$ cat src/rtl/hazard_pkg.sv
// Shared types and constants for the hazard / scoreboard block.
package hazard_pkg;

    typedef enum logic [1:0] {
        FWD_RF     = 2'b00,
        FWD_MEM_WB = 2'b01,
        FWD_EX_MEM = 2'b10
    } fwd_sel_e;

    localparam int REG_ZERO = 0;

endpackage

$ cat src/rtl/fwd_select.sv
// Per-operand EX-stage forwarding select; EX/MEM wins over MEM/WB, x0 never forwards.
module fwd_select
    import hazard_pkg::*;
#(
    parameter int AW = 5
) (
    input  logic [AW-1:0] rs,
    input  logic [AW-1:0] ex_mem_rd,
    input  logic          ex_mem_regwrite,
    input  logic [AW-1:0] mem_wb_rd,
    input  logic          mem_wb_regwrite,
    output logic [1:0]    sel
);

    always_comb begin
        sel = FWD_RF;
        if (ex_mem_regwrite && ex_mem_rd != AW'(REG_ZERO) && ex_mem_rd == rs)
            sel = FWD_EX_MEM;
        else if (mem_wb_regwrite && mem_wb_rd != AW'(REG_ZERO) && mem_wb_rd == rs)
            sel = FWD_MEM_WB;
    end

endmodule

$ cat src/rtl/hazard_scoreboard_unit.sv
// Forwarding select, load-use / scoreboard stall detection and long-latency
// register scoreboard with a saturating stall counter.
module hazard_scoreboard_unit
    import hazard_pkg::*;
#(
    parameter int NUM_REGS = 32,
    parameter int AW       = $clog2(NUM_REGS),
    parameter int NUM_SRC  = 2,
    parameter int LU_DEPTH = 4,
    parameter int CNT_W    = 32
) (
    input  logic                   clk,
    input  logic                   rst_n,
    input  logic                   id_valid,
    input  logic                   id_kill,
    input  logic [NUM_SRC*AW-1:0]  id_rs,
    input  logic [NUM_SRC-1:0]     id_rs_used,
    input  logic [AW-1:0]          id_rd,
    input  logic                   id_regwrite,
    input  logic                   id_is_lu,
    input  logic [NUM_SRC*AW-1:0]  ex_rs,
    input  logic [AW-1:0]          id_ex_rd,
    input  logic                   id_ex_regwrite,
    input  logic                   id_ex_memread,
    input  logic [AW-1:0]          ex_mem_rd,
    input  logic                   ex_mem_regwrite,
    input  logic [AW-1:0]          mem_wb_rd,
    input  logic                   mem_wb_regwrite,
    input  logic                   lu_done,
    input  logic [AW-1:0]          lu_rd,
    output logic [NUM_SRC*2-1:0]   forward,
    output logic                   stall,
    output logic                   lu_issue,
    output logic [NUM_REGS-1:0]    pending,
    output logic                   sb_err,
    output logic [CNT_W-1:0]       stall_cnt
);

    localparam int OW = $clog2(LU_DEPTH + 1);

    logic [NUM_SRC-1:0][1:0] fwd_raw;
    logic [OW-1:0]           outstanding;
    logic [NUM_REGS-1:0]     pending_nxt;
    logic [AW-1:0]           rs_i;
    logic                    hazard;
    logic                    done_err;
    logic                    done_ok;

    for (genvar g = 0; g < NUM_SRC; g++) begin : g_fwd
        fwd_select #(.AW(AW)) u_fwd (
            .rs              (ex_rs[g*AW +: AW]),
            .ex_mem_rd       (ex_mem_rd),
            .ex_mem_regwrite (ex_mem_regwrite),
            .mem_wb_rd       (mem_wb_rd),
            .mem_wb_regwrite (mem_wb_regwrite),
            .sel             (fwd_raw[g])
        );
    end

    // Outputs are held quiet while reset is asserted, independent of the clock.
    assign forward = rst_n ? fwd_raw : '0;

    always_comb begin
        hazard = 1'b0;
        rs_i   = '0;
        for (int i = 0; i < NUM_SRC; i++) begin
            rs_i = id_rs[i*AW +: AW];
            if (id_rs_used[i]) begin
                if (id_ex_memread && id_ex_regwrite &&
                    id_ex_rd != AW'(REG_ZERO) && id_ex_rd == rs_i)
                    hazard = 1'b1;
                if (pending[rs_i])
                    hazard = 1'b1;
            end
        end
        if (id_regwrite && id_rd != AW'(REG_ZERO) && pending[id_rd])
            hazard = 1'b1;
        if (id_is_lu && outstanding == OW'(LU_DEPTH))
            hazard = 1'b1;
    end

    assign stall    = rst_n && id_valid && !id_kill && hazard;
    assign lu_issue = rst_n && id_valid && !id_kill && id_is_lu && id_regwrite && !stall;

    // A bad completion is flagged and otherwise dropped.
    assign done_err = lu_done && (outstanding == '0 ||
                                  (lu_rd != AW'(REG_ZERO) && !pending[lu_rd]));
    assign done_ok  = lu_done && !done_err;

    always_comb begin
        pending_nxt = pending;
        if (lu_issue && id_rd != AW'(REG_ZERO))
            pending_nxt[id_rd] = 1'b1;
        if (done_ok)
            pending_nxt[lu_rd] = 1'b0;
        pending_nxt[REG_ZERO] = 1'b0;
    end

    always_ff @(posedge clk or negedge rst_n) begin
        if (!rst_n) begin
            pending     <= '0;
            outstanding <= '0;
            sb_err      <= 1'b0;
            stall_cnt   <= '0;
        end else begin
            pending <= pending_nxt;
            case ({lu_issue, done_ok})
                2'b10:   outstanding <= outstanding + OW'(1);
                2'b01:   outstanding <= outstanding - OW'(1);
                default: outstanding <= outstanding;
            endcase
            if (done_err)
                sb_err <= 1'b1;
            if (stall && stall_cnt != {CNT_W{1'b1}})
                stall_cnt <= stall_cnt + CNT_W'(1);
        end
    end

endmodule

$ cat config.mk
export PLATFORM = sky130hd
export DESIGN_NAME = hazard_scoreboard_unit
export DESIGN_NICKNAME = d
export VERILOG_FILES = /design/src/rtl/hazard_pkg.sv /design/src/rtl/fwd_select.sv /design/src/rtl/hazard_scoreboard_unit.sv
export SDC_FILE = /design/constraint.sdc
export NUM_CORES = 1
export LEC_CHECK = 0
export ABC_AREA = 1
export BUFFER_PORTS_ARGS = -buffer_cell sky130_fd_sc_hd__buf_2
export CORE_ASPECT_RATIO = 1.25
export CORE_UTILIZATION = 35
export DETAILED_ROUTE_END_ITERATION = 10
export SLEW_MARGIN = 40
export SYNTH_ARGS = -nofsm -noshare
export SYNTH_HDL_FRONTEND = slang
export SYNTH_SLANG_ARGS = --single-unit
$ cat constraint.sdc
create_clock -name clk -period 2.9 [get_ports clk]
set_input_delay 0.29 -clock clk [delete_from_list [all_inputs] [get_ports clk]]
set_output_delay 0.29 -clock clk [all_outputs]
set_load 0.01 [all_outputs]
==> impl_metrics.tcl <==
set metrics [dict create \
    synth_warnings 0 \
    numCtsBuffers 9 \
    portBuffers 127 \
    cp-end-kind "output pin" \
    ys_ff_latch 67 \
    dieArea_um2 16700 \
    ys_top_cells_by_count "nand2_1, nor2_1, inv_1" \
    ys.flop_type "dfrtp_1" \
    cts_tree "done" \
    synth_seq_area_share 0.297 \
    grt_pass1_vias 6060 \
    wirelength_mm 20.3 \
    rows 51 \
    clock_latency_ps 340 \
    post-dp-hpwl_mm 15.4 \
    path_clk_slew_ps 60 \
    dp_slack_ps -4.34 \
    grt_max_degree 64 \
    io-pin-count 129 \
    cts_sinks 67 \
    p_sw_frac 0.392 \
    wl_per_cell_um 16.5 \
    max_slew_margin 0.601 \
    vias_per_cell 5.20 \
    core_um2 15700 \
    clockBufferDepth 2 \
    grt_pass1_wl_mm 31.5 \
    tightest_slew_ps 598 \
    track_usage 0.249 \
    firstDrtPassIters 5 \
    yosysMostFrequentCell "nand2_1" \
    synth_area_leader_cell "dfrtp_1" \
    p_switching_w 0.00154 \
    syn_to_final_growth_pct 21.1 \
    synth_area_per_cell_um2 6.36 \
    p_int_w 0.00239 \
    crit_fanout 28 \
    cp.arrival_ps 2420 \
    drc 0 \
    peakVddDrop_mv 0.284 \
    antenna_left 0 \
    syn_inst 888 \
    setup_viol 0 \
    synth_edf_count 0 \
    fin_worst_skew_ps 7.38 \
    floorplan.die.height_um 144 \
    dp.cells 1208 \
    synth_top_family_by_area "simple AND/OR/NAND/NOR gates" \
    synthMuxAreaShare 0 \
    final_hold_viol_count 0 \
    stdcell_count 1227 \
    cap_violations 0 \
    synth_area_um2 5650 \
    startpoint_type "register" \
    leakage_nw 3.36 \
    clkPwrFrac 0.319 \
    h-tree-depth 3 \
    grt_setup_unrepaired "false" \
    status "finished clean" \
    use_met3 0.0528 \
    synth-xor-area-share 0.0884 \
    timing.hold.ws_ps 363 \
    via_count 6384 \
    cts_root_buf "clkbuf_16" \
    grt_antenna_before_repair 3 \
    synth_area_leaders "dfrtp_1, nand2_1, nand3_1, nor2_1, inv_1" \
    p_per_area_nw_per_um2 575 \
    grtUsageMet1 0.292 \
    min_path_type "in -> reg" \
    p_seq_frac 0.326 \
    pwr-share-comb 0.356 \
    gr-total-overflow 0 \
    async_reset_ff_frac 1.00 \
    drive_gt1_frac 0.170 \
    synth.distinct_cells 36 \
    routabilityCongestion 0.969 \
    postPlaceCellArea_um2 6490 \
    busiest_layer "met2" \
    synth.top_cell.area_share 0.297 \
    criticalPathCategory "reg -> out" \
    use_met2 0.432 \
    synth_compound_area_frac 0.0879 \
    post-route-min-period_ps 2710 \
    final_area_um2 6850 \
    initial_core_util 0.360 \
    synth.net_count 949 \
    synth-simple-area-share 0.414 \
    slew_violations 0 \
    power_w 0.00394 \
    drt_iter0_markers 576 \
    cp.required_ps 2610 \
    die-width_um 116 \
    setup_ws_ps 194 \
    fmaxAchievable_mhz 369 \
    fin_nets 1069 \
    synth_adder_area_share 0.00797 \
    fin_crit_sh 0.933 \
]
cell usage in the layout (no fill, tap or decap), types with 3 or more instances in the layout:
cell,n
xnor2_1,16
nand2_1,235
a21oi_1,34
dfrtp_1,67
buf_4,18
o21ai_0,20
o21ai_1,10
clkbuf_16,9
nor3_1,35
o22ai_1,14
buf_2,126
nor2_1,105
nand4_1,49
o211ai_1,3
xor2_1,41
nor4_1,9
or2_2,4
nand3_1,92
inv_1,97
logic make-up after synthesis:
family | after synthesis
simple gates | 534
xor+xnor | 57
buf+inv | 137
other cells | 1
fa+ha+maj | 3
compound gates | 89
flops | 67
stage by stage:
step	setup TNS (ps)	utilization
2_1_floorplan	0	-
3_3_place_gp	0	0.413
3_5_place_dp	-4.34	0.414
4_1_cts	0	0.436
5_1_grt	0	0.436
6_report	0	0.436
worst paths after layout:
check | startpoint | end | cells past startpoint | slack, ps
max in group asynchronous | rst_n | pending[23]$_DFF_PN0_ | 3 | 1710
setup / recovery | pending[28]$_DFF_PN0_ | stall | 14 | 190
hold reg to reg | sb_err$_DFFE_PN0P_ | sb_err$_DFFE_PN0P_ | 1 | 500
min in group asynchronous | rst_n | pending[1]$_DFF_PN0_ | 2 | 380
setup reg to reg | pending[28]$_DFF_PN0_ | outstanding[1]$_DFFE_PN0P_ | 16 | 220
hold / removal | lu_done | sb_err$_DFFE_PN0P_ | 2 | 360
worst max-delay path, cell delays in order, from the launching register on:
cell     delay, ps
dfrtp_1        380
inv_1          210
o21ai_0        160
nand2_1         90
nand2_1         50
nand2_1         50
nand2_1         50
nor2_1         160
nand2_1         90
a21oi_1        170
nand3_1        110
nand2_1         90
inv_2           50
buf_4          230
buf_2          180
power by group through the flow:
stage	combinational [W]	clock, W	sequential [W]
after floorplan	0.000766	0	0.00135
after global placement	0.00139	0	0.00130
after detailed placement	0.00139	0	0.00130
after CTS	0.00140	0.00128	0.00128
after global routing	0.00155	0.00132	0.00131
final	0.00140	0.00125	0.00128
sequential cells by signal, indices dropped and copies added (netlist names):
signal and count:
outstanding 3, pending 31, sb_err 1, stall_cnt 32
what timing repair did:
action                                 4_1_cts  5_1_grt
setup buffers                                0        0
endpoints found under the hold margin        4        0
resized for setup                            0        0
hold buffers                                 1        0
metal layers:
layer / up-vias / part of all wire
li1: 3160 / -
met3: 47 / 0.074
met4: 2 / 0.033
met2: 253 / 0.49
met1: 2922 / 0.40
met5: - / 0.00064
layout make-up:
cell class | count | area (um2)
Fill cell | 1734 | 8850
Multi-Input combinational cell | 684 | 3380
Sequential cell | 67 | 1680
Timing Repair Buffer | 147 | 807
Inverter | 99 | 372
Tap cell | 212 | 265
Clock buffer | 11 | 253
Clock inverter | 5 | 83.8
Antenna cell | 2 | 5.00
Power figures use the tool's default switching activity.
